### src/rtl/copia_memoria_pkg.sv
// Shared definitions for the ROM-to-RAM copy controller: FSM state encoding
// and copy direction constants.
package copia_memoria_pkg;

  typedef enum logic [3:0] {
    INICIO       = 4'b0000,
    CONFIG_END   = 4'b0001,
    LER_ROM      = 4'b0010,
    ESCREVER_RAM = 4'b0011,
    AVANCA       = 4'b0100,
    VERIF_END    = 4'b0101,
    LER_RAM      = 4'b0110,
    COMPARA      = 4'b0111,
    ENCERRAR     = 4'b1000
  } estado_t;

  localparam logic MODO_DIRETO  = 1'b0;
  localparam logic MODO_REVERSO = 1'b1;

endpackage

### src/rtl/copia_memoria_endereco.sv
// Maps the source index to the RAM destination address for direct or
// reversed copies; shared by the copy and verify passes.
module copia_memoria_endereco
  import copia_memoria_pkg::*;
#(
  parameter int unsigned ADDR_W = 5,
  parameter int unsigned DEPTH  = 32
) (
  input  logic [ADDR_W-1:0] i,
  input  logic              modo,
  output logic [ADDR_W-1:0] dst
);

  localparam logic [ADDR_W-1:0] ULTIMO = ADDR_W'(DEPTH - 1);

  assign dst = (modo == MODO_REVERSO) ? (ULTIMO - i) : i;

endmodule

### src/rtl/copia_memoria_ctrl.sv
// ROM-to-RAM copy controller with optional read-back verify pass.
// Define COPIA_VERIFICA_EN to compile in the verify states.
module copia_memoria_ctrl
  import copia_memoria_pkg::*;
#(
  parameter int unsigned DATA_W = 8,
  parameter int unsigned ADDR_W = 5,
  parameter int unsigned DEPTH  = 32
) (
  input  logic              clock,
  input  logic              reset,
  input  logic              start,
  input  logic              modo,
  output logic [ADDR_W-1:0] a_rom,
  output logic              rom_rden,
  input  logic [DATA_W-1:0] q_rom,
  output logic [ADDR_W-1:0] a_ram,
  output logic              ram_rden,
  output logic              wren,
  output logic [DATA_W-1:0] d_ram,
  input  logic [DATA_W-1:0] q_ram,
  output logic [ADDR_W-1:0] i,
  output logic              busy,
  output logic              done,
  output logic              erro,
  output logic [ADDR_W-1:0] erro_addr
);

  localparam logic [ADDR_W-1:0] ULTIMO = ADDR_W'(DEPTH - 1);

  estado_t           estado, proximo;
  logic              modo_q;
  logic [ADDR_W-1:0] i_q, a_rom_q, a_ram_q, dst;
  logic              ultimo;

  copia_memoria_endereco #(.ADDR_W(ADDR_W), .DEPTH(DEPTH)) u_endereco (
    .i    (i_q),
    .modo (modo_q),
    .dst  (dst)
  );

  assign ultimo = (i_q == ULTIMO);
  assign i      = i_q;
  assign busy   = (estado != INICIO);

  // Addresses are driven live in the states that own them and otherwise
  // replay the registered copy, so they hold their last value.
  always_comb begin
    proximo  = estado;
    a_rom    = a_rom_q;
    a_ram    = a_ram_q;
    rom_rden = 1'b0;
    ram_rden = 1'b0;
    wren     = 1'b0;
    d_ram    = '0;
    done     = 1'b0;
    case (estado)
      INICIO:       if (start) proximo = CONFIG_END;
      CONFIG_END: begin
        a_rom    = i_q;
        rom_rden = 1'b1;
        proximo  = LER_ROM;
      end
      LER_ROM:      proximo = ESCREVER_RAM;
      ESCREVER_RAM: begin
        a_ram   = dst;
        d_ram   = q_rom;
        wren    = 1'b1;
        proximo = AVANCA;
      end
      AVANCA: begin
        if (!ultimo)
          proximo = CONFIG_END;
        else
`ifdef COPIA_VERIFICA_EN
          proximo = VERIF_END;
`else
          proximo = ENCERRAR;
`endif
      end
`ifdef COPIA_VERIFICA_EN
      VERIF_END: begin
        a_rom    = i_q;
        a_ram    = dst;
        rom_rden = 1'b1;
        ram_rden = 1'b1;
        proximo  = LER_RAM;
      end
      LER_RAM:      proximo = COMPARA;
      COMPARA:      proximo = (q_ram != q_rom || ultimo) ? ENCERRAR : VERIF_END;
`endif
      ENCERRAR: begin
        done    = 1'b1;
        proximo = INICIO;
      end
      default:      proximo = INICIO;
    endcase
  end

`ifdef COPIA_VERIFICA_EN
  logic              erro_q;
  logic [ADDR_W-1:0] erro_addr_q;
  assign erro      = erro_q;
  assign erro_addr = erro_addr_q;
`else
  logic unused_q_ram;
  assign unused_q_ram = ^q_ram;
  assign erro         = 1'b0;
  assign erro_addr    = '0;
`endif

  always_ff @(posedge clock) begin
    if (reset) begin
      estado  <= INICIO;
      modo_q  <= MODO_DIRETO;
      i_q     <= '0;
      a_rom_q <= '0;
      a_ram_q <= '0;
`ifdef COPIA_VERIFICA_EN
      erro_q      <= 1'b0;
      erro_addr_q <= '0;
`endif
    end else begin
      estado  <= proximo;
      a_rom_q <= a_rom;
      a_ram_q <= a_ram;
      case (estado)
        INICIO: if (start) begin
          modo_q <= modo;
          i_q    <= '0;
`ifdef COPIA_VERIFICA_EN
          erro_q      <= 1'b0;
          erro_addr_q <= '0;
`endif
        end
        AVANCA: i_q <= ultimo ? '0 : i_q + 1'b1;
`ifdef COPIA_VERIFICA_EN
        COMPARA: begin
          if (q_ram != q_rom) begin
            erro_q      <= 1'b1;
            erro_addr_q <= dst;
          end else if (!ultimo) begin
            i_q <= i_q + 1'b1;
          end
        end
`endif
        default: ;
      endcase
    end
  end

endmodule

### config.mk
export PLATFORM = sky130hd
export DESIGN_NAME = copia_memoria_ctrl
export DESIGN_NICKNAME = d
export VERILOG_FILES = /design/src/rtl/copia_memoria_pkg.sv /design/src/rtl/copia_memoria_endereco.sv /design/src/rtl/copia_memoria_ctrl.sv
export SDC_FILE = /design/constraint.sdc
export NUM_CORES = 1
export LEC_CHECK = 0
export BUFFER_PORTS_ARGS = -buffer_cell sky130_fd_sc_hd__buf_2
export CAP_MARGIN = 20
export CORE_ASPECT_RATIO = 0.9
export CORE_MARGIN = 5
export CORE_UTILIZATION = 50
export CTS_BUF_LIST = sky130_fd_sc_hd__clkbuf_4
export DETAILED_ROUTE_END_ITERATION = 16
export HOLD_SLACK_MARGIN = 0.03
export PLACE_DENSITY = 0.82
export REMOVE_ABC_BUFFERS = 1
export SYNTH_ARGS = -nofsm -noshare
export SYNTH_HDL_FRONTEND = slang
export SYNTH_HIERARCHICAL = 1
export SYNTH_SLANG_ARGS = --single-unit
export TNS_END_PERCENT = 20
### constraint.sdc
create_clock -name clock -period 3.5 [get_ports clock]
set_input_delay 0.7 -clock clock [delete_from_list [all_inputs] [get_ports clock]]
set_output_delay 0.7 -clock clock [all_outputs]
set_load 0.01 [all_outputs]
# After elaboration in Yosys (flattened, before gate mapping)
# Cells that the tools add are included.
# word_totals
reg_bits	20
in_bits	20
output_inout_bits	34
# op_classes
n_mux	13
n_reduce_logical	5
eq_ne	7
add_sub_neg	2
# ops
op	count
$mux 5	5
$pmux 4 s5	1
$pmux 5 s2	1
$eq 4x2->1 const B	2
$mux 4	2
$mux 8	1
$add 5x1->5 const B	1
$eq 5x5->1 const B	1
$sub 5x5->5 const A	1
$eq 4x1->1 const B	1
$eq 4x3->1 const B	1
$eq 4x4->1 const B	1
$logic_not 4->1	1
$reduce_and 2->1	2
$reduce_bool 4->1	1
$mux 1	3
$ne 2x2->1 const B	1
$reduce_bool 2->1	1

# Longest topological paths before layout
# Gate-level depths: netlist of the first run.
# depth
word_depth	3
depth_mapped	6
ltp_nobuf	6

# Cells and area by module
# The synthesis of the first run kept the hierarchy.
# by_module_without_submodules
module	seq_area_each_um2	area_per_inst_um2	cells_per_inst	n_inst
copia_memoria_ctrl	400.4	1022.2	105	1
copia_memoria_endereco	0.0	55.1	6	1

# Worst setup path after synthesis of the first run
# No wires, ideal clock.
# synth_timing
kind	register to output
start	register estado[3]
end	output d_ram[0]
path_slack_ns	1.408
stages_incl_launch_ff	6
t_arrival_ns	1.392
n_path_buf	3
path_cell_list	dfxtp_1 buf_6 and4bb_2 clkbuf_1 clkbuf_1 and2_1
# synth_between
elab_chain_cells	2
# synth_lines
item	line_no	text
start, declared	copia_memoria_ctrl.sv:31	estado_t estado, proximo;
start signal, assigned	copia_memoria_ctrl.sv:124	estado <= proximo;
$eq 4x2->1	copia_memoria_ctrl.sv:57	case (estado)
$mux 8	copia_memoria_ctrl.sv:57	
end, declared	copia_memoria_ctrl.sv:20	output logic [DATA_W-1:0] d_ram,
# Every way passes these cells.

# Worst setup path in the final report of the first run
# layout_timing
start	register estado[1]
end	output a_ram[1]
# layout_between
elab_chain_cells	2
# layout_lines
item	line_no	text
$eq 4x2->1	copia_memoria_ctrl.sv:57	
$mux 5	copia_memoria_ctrl.sv:57	
end, declared	copia_memoria_ctrl.sv:17	output logic [ADDR_W-1:0] a_ram,
# Every way passes these cells.

==> results.yml, run 1 <==
run_status:
  outcome: "finished, final reports clean"
clocking:
  cts_tree: "yes"
  clkSlewWorstSetupHoldPaths_ns: 0.12
  clkLatencyLatePin_ns: 0.31
  holdBufCountCts: 0
  cts_buffers: 3
  root_buffer: "clkbuf_4"
  clk_path_buf_depth: 2
  post_cts_resized: 0
  post_cts_buffers: 0
  h-tree-depth: 1
  cts_sinks: 20
worst_setup_path:
  r2r_slack_ns: 1.54
  r2r-start: "i[0]"
  startpoint: "estado[1]"
  start_kind: "register"
  r2r_end: "i[3]"
  critPathKind: "register to output port"
  worst-path-max-fanout: 15
  crit_required_ns: 2.80
  endpoint_kind: "output port"
  r2r_cells: 6
  critical_path_arrival_ns: 1.88
  crit_end: "a_ram[1]"
sta:
  slew_violations: 0
  final.setup.tns_ns: 0
  timing.hold.ws_ns: 0.584
  fin_skew_ns: 0.0101
  setup_viol: 0
  tightestPinTransition_ns: 0.604
  timing.fmax_ghz: 0.387
  period_share: 0.738
  hold_viol: 0
  fin_crit_ns: 2.58
  maxSlewHeadroom: 0.594
  rsz0062_at_grt: "no"
drt:
  first_pass_iters: 4
  dr_wl_met3_um: 170
  highest_layer: "met4"
  via_per_inst: 5.41
  wirelength_um: 2400
  drt-met1-wl_um: 994
  wl_met2_um: 1190
  drtIter0Drc: 22
  dr_total_vias: 920
  ant_nets: 0
  wl_per_cell_um: 14.1
  drc_errors: 0
synth:
  ys_types: 34
  ys_warn_count: 6
  ys_ff_latch: 20
  synth.cell_area_um2: 1080
  synth_edf_count: 0
  synth_area_leaders: "dfxtp_1, nor2b_1, mux2_1"
  yosysTopAreaCell: "dfxtp_1"
  ys.flop_type: "dfxtp_1"
  synth-async-reset-ratio: 0
  yosysTopAreaCellShare: 0.372
  syn_area_per_cell_um2: 9.71
  synth_seq_area_share: 0.372
  synthCells: 111
finish:
  area_growth_pct: 17.5
  n_antenna_cell: 0
  drive_above_1_share: 0.357
  layout_common_cells: "buf_2, dfxtp_1, nor2b_1, and2_1, conb_1"
  multi_input_area_um2: 586
  layout_commonest_cell: "buf_2"
  register_area_um2: 400
  num-fill-cells: 195
  fin_nets: 166
placed_design:
  hpwl_um: 1760
  routabilityCongestion: 0.745
  io_buffers: 38
floorplan:
  core-area_um2: 2120
  start_util: 0.508
  die-area_um2: 3180
  die_h_um: 54.0
  die_w_um: 58.9
  row_count: 16
  num_io_pins: 54
grt:
  grt_max_degree: 21
  grt_pass1_wl_um: 3640
  track_usage: 0.154
  grt_overflow_total: 0
  first_global_vias: 883
  antenna_found_initial: 0
pwr:
  ir_drop_mv: 0.227
  leakage_nw: 0.648
  powerDensity_nw_per_um2: 393
run:
  drv_cap: 0
worst_hold_path:
  hold_class: "register to register"
  min_from: "i[0]"
[through the flow]
stage / cells / worst slack, ns / power [W] / cell area (µm²) / util
4_1_cts: 170 / 0.904 / 0.000504 / 1270 / 0.597
6_report: 170 / 0.918 / 0.000498 / 1270 / 0.597
2_1_floorplan: 101 / 1.50 / 0.000288 / 990 / -
3_3_place_gp: 166 / 1.34 / 0.000310 / 1210 / 0.572
3_5_place_dp: 166 / 1.29 / 0.000313 / 1210 / 0.572
5_1_grt: 170 / 0.818 / 0.000523 / 1270 / 0.597
[metal layers]
| metal | vias to the layer above | global-route usage |
|---|---|---|
| li1 | 437 | - |
| met1 | 433 | 0.185 |
| met2 | 43 | 0.241 |
| met4 | 0 | 0.121 |
| met3 | 7 | 0.0312 |
| met5 | - | 0 |
[layout make-up]
cell class / count / area share
tap: 27 / 0.0267
sequential: 20 / 0.316
timing repair buffer: 38 / 0.150
clock inverter: 1 / 0.0237
multi-input combinational: 80 / 0.462
clock buffer: 3 / 0.0178
inverter: 1 / 0.00296
[power by group]
| group | switching (W) | internal (W) | leakage, nW |
|---|---|---|---|
| Sequential | 0.0000113 | 0.000232 | 0.162 |
| Combinational | 0.0000355 | 0.0000296 | 0.459 |
| Clock | 0.0000735 | 0.000116 | 0.0279 |
| Total | 0.000120 | 0.000378 | 0.648 |
[critical path, stage by stage (launching register included)]
cell and delay [ns]:
dfxtp_1 0.56, and4bb_2 0.47, mux2_1 0.39, buf_2 0.15
[state kept, by name, indices dropped and copies added, names as in the netlist]
name	flops
i	5
a_ram_q	5
a_rom_q	5
modo_q	1
estado	4
[cell usage after synthesis (all sizes together), types with 2 or more instances]
cell,number
a21oi,4
a31oi,2
and2,8
buf,11
clkbuf,5
dfxtp,20
ha,2
mux2,10
nand3,4
nand4b,2
nor2,2
nor2b,12
nor4,2
nor4b,3
o21ai,5
or3,2
xor2,5
[worst min path at each step]
stage	end	cells after the start
2_1_floorplan	estado[0]	1
3_3_place_gp	i[1]	2
3_5_place_dp	i[4]	2
4_1_cts	i[4]	2
5_1_grt	i[4]	2
6_report	i[0]	2
[cells by family (layout without fill, tap and decap cells)]
group	after synthesis	after routing	share of synthesized area
DFF	20	20	0.372
other	1	7	0.00348
muxes	10	10	0.105
buffers and inverters	17	43	0.106
and+or+nand+nor	42	42	0.274
xor gates and xnor gates	6	6	0.0488
adders and majority gates	2	2	0.0232
AOI/OAI and AO/OA	13	13	0.0685
Power figures use the tool's default switching activity.
==> run 2: changes to the inputs <==
--- a/config.mk
+++ b/config.mk
@@ -9,11 +9,11 @@
 export CAP_MARGIN = 20
 export CORE_ASPECT_RATIO = 0.9
 export CORE_MARGIN = 5
-export CORE_UTILIZATION = 50
+export CORE_UTILIZATION = 42
 export CTS_BUF_LIST = sky130_fd_sc_hd__clkbuf_4
 export DETAILED_ROUTE_END_ITERATION = 16
 export HOLD_SLACK_MARGIN = 0.03
-export PLACE_DENSITY = 0.82
+export PLACE_DENSITY = 0.73
 export REMOVE_ABC_BUFFERS = 1
 export SYNTH_ARGS = -nofsm -noshare
 export SYNTH_HDL_FRONTEND = slang
==> constraint.sdc (replaced) <==
create_clock -name clock -period 2.3 [get_ports clock]
set_input_delay 0.46 -clock clock [delete_from_list [all_inputs] [get_ports clock]]
set_output_delay 0.46 -clock clock [all_outputs]
set_load 0.01 [all_outputs]
==> run 2 against run 1 <==
  * Non-clock buffer count rose by 1
  * Setup slack worse by 0.80 ns
  * Via count is 6.1% lower
  * First-iteration DRC count shrank 73%
  * Global-route usage decreased by 3.2 points
  * Final area is 1.2% lower
  * Register-to-register slack lost 1.1 ns
  * Core utilization down 8.5 points
  * Power increased by 28%
  * Sequential share of layout area grew 0.58 points
  * Sequential power up 52%
  * Largest cell class unchanged
==> results.yml, run 2 (synthesized netlist as in run 1, its figures left out) <==
run_status:
  outcome: "finished, final reports clean"
drt:
  first_pass_iters: 3
  wl_per_cell_um: 13.2
  dr_total_vias: 864
  via_per_inst: 5.05
  drc_errors: 0
  ant_nets: 0
  drtIter0Drc: 6
  wirelength_um: 2260
clocking:
  post_cts_buffers: 0
  cts_buffers: 3
  cts_tree: "yes"
  cts_sinks: 20
  root_buffer: "clkbuf_4"
  h-tree-depth: 1
  clkLatencyLatePin_ns: 0.30
  clk_path_buf_depth: 2
  clkSlewWorstSetupHoldPaths_ns: 0.11
sta:
  fin_crit_ns: 2.18
  hold_viol: 0
  setup_viol: 0
  maxSlewHeadroom: 0.579
  final.setup.tns_ns: 0
  fin_skew_ns: 0.00185
  timing.hold.ws_ns: 0.399
  timing.fmax_ghz: 0.459
  rsz0062_at_grt: "no"
  tightestPinTransition_ns: 0.627
  slew_violations: 0
  period_share: 0.947
worst_setup_path:
  start_kind: "register"
  critical_path_arrival_ns: 1.72
  crit_required_ns: 1.84
  endpoint_kind: "output port"
  critPathKind: "register to output port"
  crit_chain: "nor4b_4 -> mux2_2 -> buf_2"
  crit_slowest_cell: "nor4b_4"
  max_stage_delay_ns: 0.47
  worst-path-max-fanout: 8
pwr:
  swShare: 0.275
  p_comb_frac: 0.158
  powerDensity_nw_per_um2: 509
  p_seq_frac: 0.581
  switching_power_w: 0.000175
  p_int_w: 0.000462
  leakage_nw: 0.641
  ir_drop_mv: 0.462
  p_clk_frac: 0.262
placed_design:
  io_buffers: 38
  routabilityCongestion: 0.737
  hpwl_um: 1760
grt:
  first_global_vias: 812
  grt_pass1_wl_um: 3600
  track_usage: 0.122
  grt_overflow_total: 0
  antenna_found_initial: 0
  grt_max_degree: 21
finish:
  layout_common_cells: "buf_2, dfxtp_1, nor2b_1, and2_1, conb_1"
  fin_nets: 167
  area_growth_pct: 16.1
  finish.utilization: 0.512
  layout_commonest_cell: "buf_2"
  n_antenna_cell: 0
  drive_above_1_share: 0.371
  num-fill-cells: 234
floorplan:
  start_util: 0.440
  row_count: 17
  die_w_um: 63.4
  core-area_um2: 2450
  die-area_um2: 3680
  num_io_pins: 54
  die_h_um: 58.0
run:
  drv_cap: 0
worst_hold_path:
  hold_class: "primary input to register"
[run 2: cell types whose count changed in the layout (fill, tap and decap cells not counted), sizes merged]
cell,delta
buf,+1
bufinv,-1
[run 2: path summary, 6_finish.rpt]
kind	end	startpoint	cells past startpoint	slack [ns]
setup / recovery	a_rom[0]	estado[3]	3	0.12
hold / removal	modo_q	modo	3	0.40
setup reg to reg	i[3]	i[0]	6	0.42
hold reg to reg	estado[0]	estado[0]	1	0.52
[run 2: area by class of cell]
type                            instances  area (µm²)  share of cell area
Tap cell                               28        35.0              0.0280
Multi-Input combinational cell         80         589               0.471
Timing Repair Buffer                   39         198               0.158
Inverter                                1        3.75             0.00300
Sequential cell                        20         403               0.322
Clock buffer                            3        22.5              0.0180
[run 2: power groups by stage]
stage / Clock, W / Sequential (W) / Combinational [W]
5_1_grt: 0.000188 / 0.000372 / 0.000111
3_5_place_dp: 0 / 0.000377 / 0.000100
4_1_cts: 0.000170 / 0.000369 / 0.000102
6_report: 0.000167 / 0.000370 / 0.000101
2_1_floorplan: 0 / 0.000374 / 0.0000639
3_3_place_gp: 0 / 0.000376 / 0.0000974
[run 2: metal layers]
layer / up-vias / global-route usage / wire (µm)
met4: 0 / 0.0534 / 32
li1: 434 / - / -
met1: 405 / 0.142 / 951
met3: 2 / 0.0349 / 164
met5: - / 0 / 0
met2: 23 / 0.207 / 1110
[run 2: timing repair]
action | CTS | global route
hold buffers | 0 | 0
endpoints found under the setup margin | 5 | 9
hold endpoints to repair | 0 | 0
resized for setup | 1 | 2
[run 2: critical path: cells and delay by family (launching register included)]
family	cells	cell delay [ns]
AND/OR/NAND/NOR	1	0.47
flip-flops	1	0.41
multiplexers	1	0.39
buffers and inverters	1	0.14
[run 2: metrics by stage]
stage          total power [W]  cell area [µm²]  setup slack (ns)  cells
6_report              0.000637             1250             0.122    171
3_5_place_dp          0.000477             1220             0.311    168
4_1_cts               0.000641             1250            0.0396    171
2_1_floorplan         0.000438              990             0.511    101
3_3_place_gp          0.000473             1220             0.377    168
5_1_grt               0.000671             1250            0.0173    171
==> run 3: changes to the inputs <==
--- a/config.mk
+++ b/config.mk
@@ -5,15 +5,18 @@
 export SDC_FILE = /design/constraint.sdc
 export NUM_CORES = 1
 export LEC_CHECK = 0
+export ABC_CLOCK_PERIOD_IN_PS = 2300
 export BUFFER_PORTS_ARGS = -buffer_cell sky130_fd_sc_hd__buf_2
 export CAP_MARGIN = 20
+export CELL_PAD_IN_SITES_DETAIL_PLACEMENT = 2
+export CELL_PAD_IN_SITES_GLOBAL_PLACEMENT = 2
 export CORE_ASPECT_RATIO = 0.9
 export CORE_MARGIN = 5
-export CORE_UTILIZATION = 42
-export CTS_BUF_LIST = sky130_fd_sc_hd__clkbuf_4
+export CORE_UTILIZATION = 23
+export CTS_BUF_LIST = sky130_fd_sc_hd__clkbuf_16
 export DETAILED_ROUTE_END_ITERATION = 16
 export HOLD_SLACK_MARGIN = 0.03
-export PLACE_DENSITY = 0.73
+export PLACE_DENSITY = 0.71
 export REMOVE_ABC_BUFFERS = 1
 export SYNTH_ARGS = -nofsm -noshare
 export SYNTH_HDL_FRONTEND = slang
==> run 3 against run 2 <==
  * Sequential power barely moved
  * Clock power rose by 110%
  * Final area rose by 7.8%
  * Combinational power rose by 6%
  * Die area rose by 67%
  * Critical path type unchanged
  * Critical endpoint is now a_ram[0]
  * Largest cell class unchanged
==> results.yml, run 3 (synthesized netlist as in run 1, its figures left out) <==
pwr:
  powerDensity_nw_per_um2: 617
  swShare: 0.238
  switching_power_w: 0.000198
  p_comb_frac: 0.128
  p_clk_frac: 0.425
  ir_drop_mv: 0.343
  p_seq_frac: 0.447
  p_int_w: 0.000634
  leakage_nw: 0.665
finish:
  final_cell_area_um2: 1350
  fin_nets: 167
  area_growth_pct: 25.2
  drive_above_1_share: 0.361
  num-fill-cells: 547
  layout_commonest_cell: "buf_2"
  n_antenna_cell: 0
  layout_common_cells: "buf_2, dfxtp_1, nor2b_1, and2_1, conb_1"
  finish.utilization: 0.300
grt:
  grt_pass1_wl_um: 4880
  grt_max_degree: 21
  track_usage: 0.106
  grt_overflow_total: 0
  antenna_found_initial: 0
  first_global_vias: 1019
placed_design:
  place_area_um2: 1260
  hpwl_um: 2400
  io_buffers: 38
  dpl_worst_slack_ns: 0.294
  routabilityCongestion: 0.700
worst_setup_path:
  start_kind: "register"
  worst-path-max-fanout: 15
  critPathTopFamily: "simple AND/OR/NAND/NOR gates"
  crit_chain: "and4bb_4 -> mux2_1 -> buf_2"
  crit_required_ns: 1.84
  endpoint_kind: "output port"
  r2r_slack_ns: 0.35
  crit_buf_inv: 1
  critPathKind: "register to output port"
  critical_path_arrival_ns: 1.74
  crit_slowest_cell: "and4bb_4"
  max_stage_delay_ns: 0.53
drt:
  dr_total_vias: 927
  drc_errors: 0
  drtIter0Drc: 54
  wl_per_cell_um: 15.0
  first_pass_iters: 4
  ant_nets: 0
  via_per_inst: 4.50
  wirelength_um: 3080
sta:
  period_share: 0.956
  fin_skew_ns: 0.00107
  setup_viol: 0
  final.setup.tns_ns: 0
  hold_viol: 0
  slew_violations: 0
  tightestPinTransition_ns: 0.667
  maxSlewHeadroom: 0.552
  fin_ws_ns: 0.102
  timing.hold.ws_ns: 0.466
  timing.fmax_ghz: 0.455
  fin_crit_ns: 2.20
clocking:
  cts_tree: "yes"
  clkSlewWorstSetupHoldPaths_ns: 0.05
  holdBufCountCts: 0
  cts_sinks: 20
  clk_path_buf_depth: 2
  cts_buffers: 3
  h-tree-depth: 1
  root_buffer: "clkbuf_16"
  clkLatencyLatePin_ns: 0.25
run_status:
  outcome: "finished, final reports clean"
floorplan:
  num_io_pins: 54
  die_w_um: 82.1
  core-area_um2: 4490
  die-area_um2: 6150
  start_util: 0.240
  row_count: 23
  die_h_um: 74.9
run:
  drv_cap: 0
worst_hold_path:
  hold_class: "primary input to register"
run 3: worst paths after layout:
path | endpoint | cells after the start | startpoint
worst min-delay path | modo_q | 3 | modo
worst min register to register | a_ram_q[1] | 2 | a_ram_q[1]
worst max-delay path | a_ram[0] | 3 | estado[2]
worst max register to register | i[3] | 6 | i[0]
run 3: worst reg2reg max path, cell delays in order (launching register included):
cell,delay (ns)
dfxtp_1,0.38
ha_1,0.26
and3_1,0.20
ha_1,0.20
nand2b_1,0.18
or4_1,0.49
a31oi_1,0.17
run 3: per-stage QoR:
stage,power (W),instances
finish,0.000833,206
global route,0.000876,206
CTS,0.000844,205
detailed placement,0.000483,201
global placement,0.000477,201
floorplan,0.000438,101
run 3: power by group through the flow:
stage	Sequential, W	Clock (W)	Combinational (W)
2_1_floorplan	0.000374	0	0.0000639
3_3_place_gp	0.000377	0	0.000100
3_5_place_dp	0.000379	0	0.000104
4_1_cts	0.000372	0.000368	0.000105
5_1_grt	0.000375	0.000383	0.000118
6_report	0.000372	0.000354	0.000107
run 3: routing by layer:
metal | track usage | routed length, µm | vias to the layer above
met4 | 0.0166 | 7 | 0
li1 | - | - | 434
met2 | 0.191 | 1660 | 25
met3 | 0.0455 | 187 | 2
met5 | 0 | 0 | -
met1 | 0.119 | 1230 | 466
run 3: cell type report:
class	instances	area (µm²)	area share
clock buffers	3	75.1	0.0557
clock inverters	1	3.75	0.00278
inverters	1	3.75	0.00278
multi-input cells	80	589	0.437
flip-flops and latches	20	402	0.298
well taps	62	77.6	0.0575
repair buffers	39	198	0.147
run 3: timing repair:
action,in CTS,in global routing
buffers inserted,0,1
resized for setup,0,2
endpoints found under the setup margin,0,10
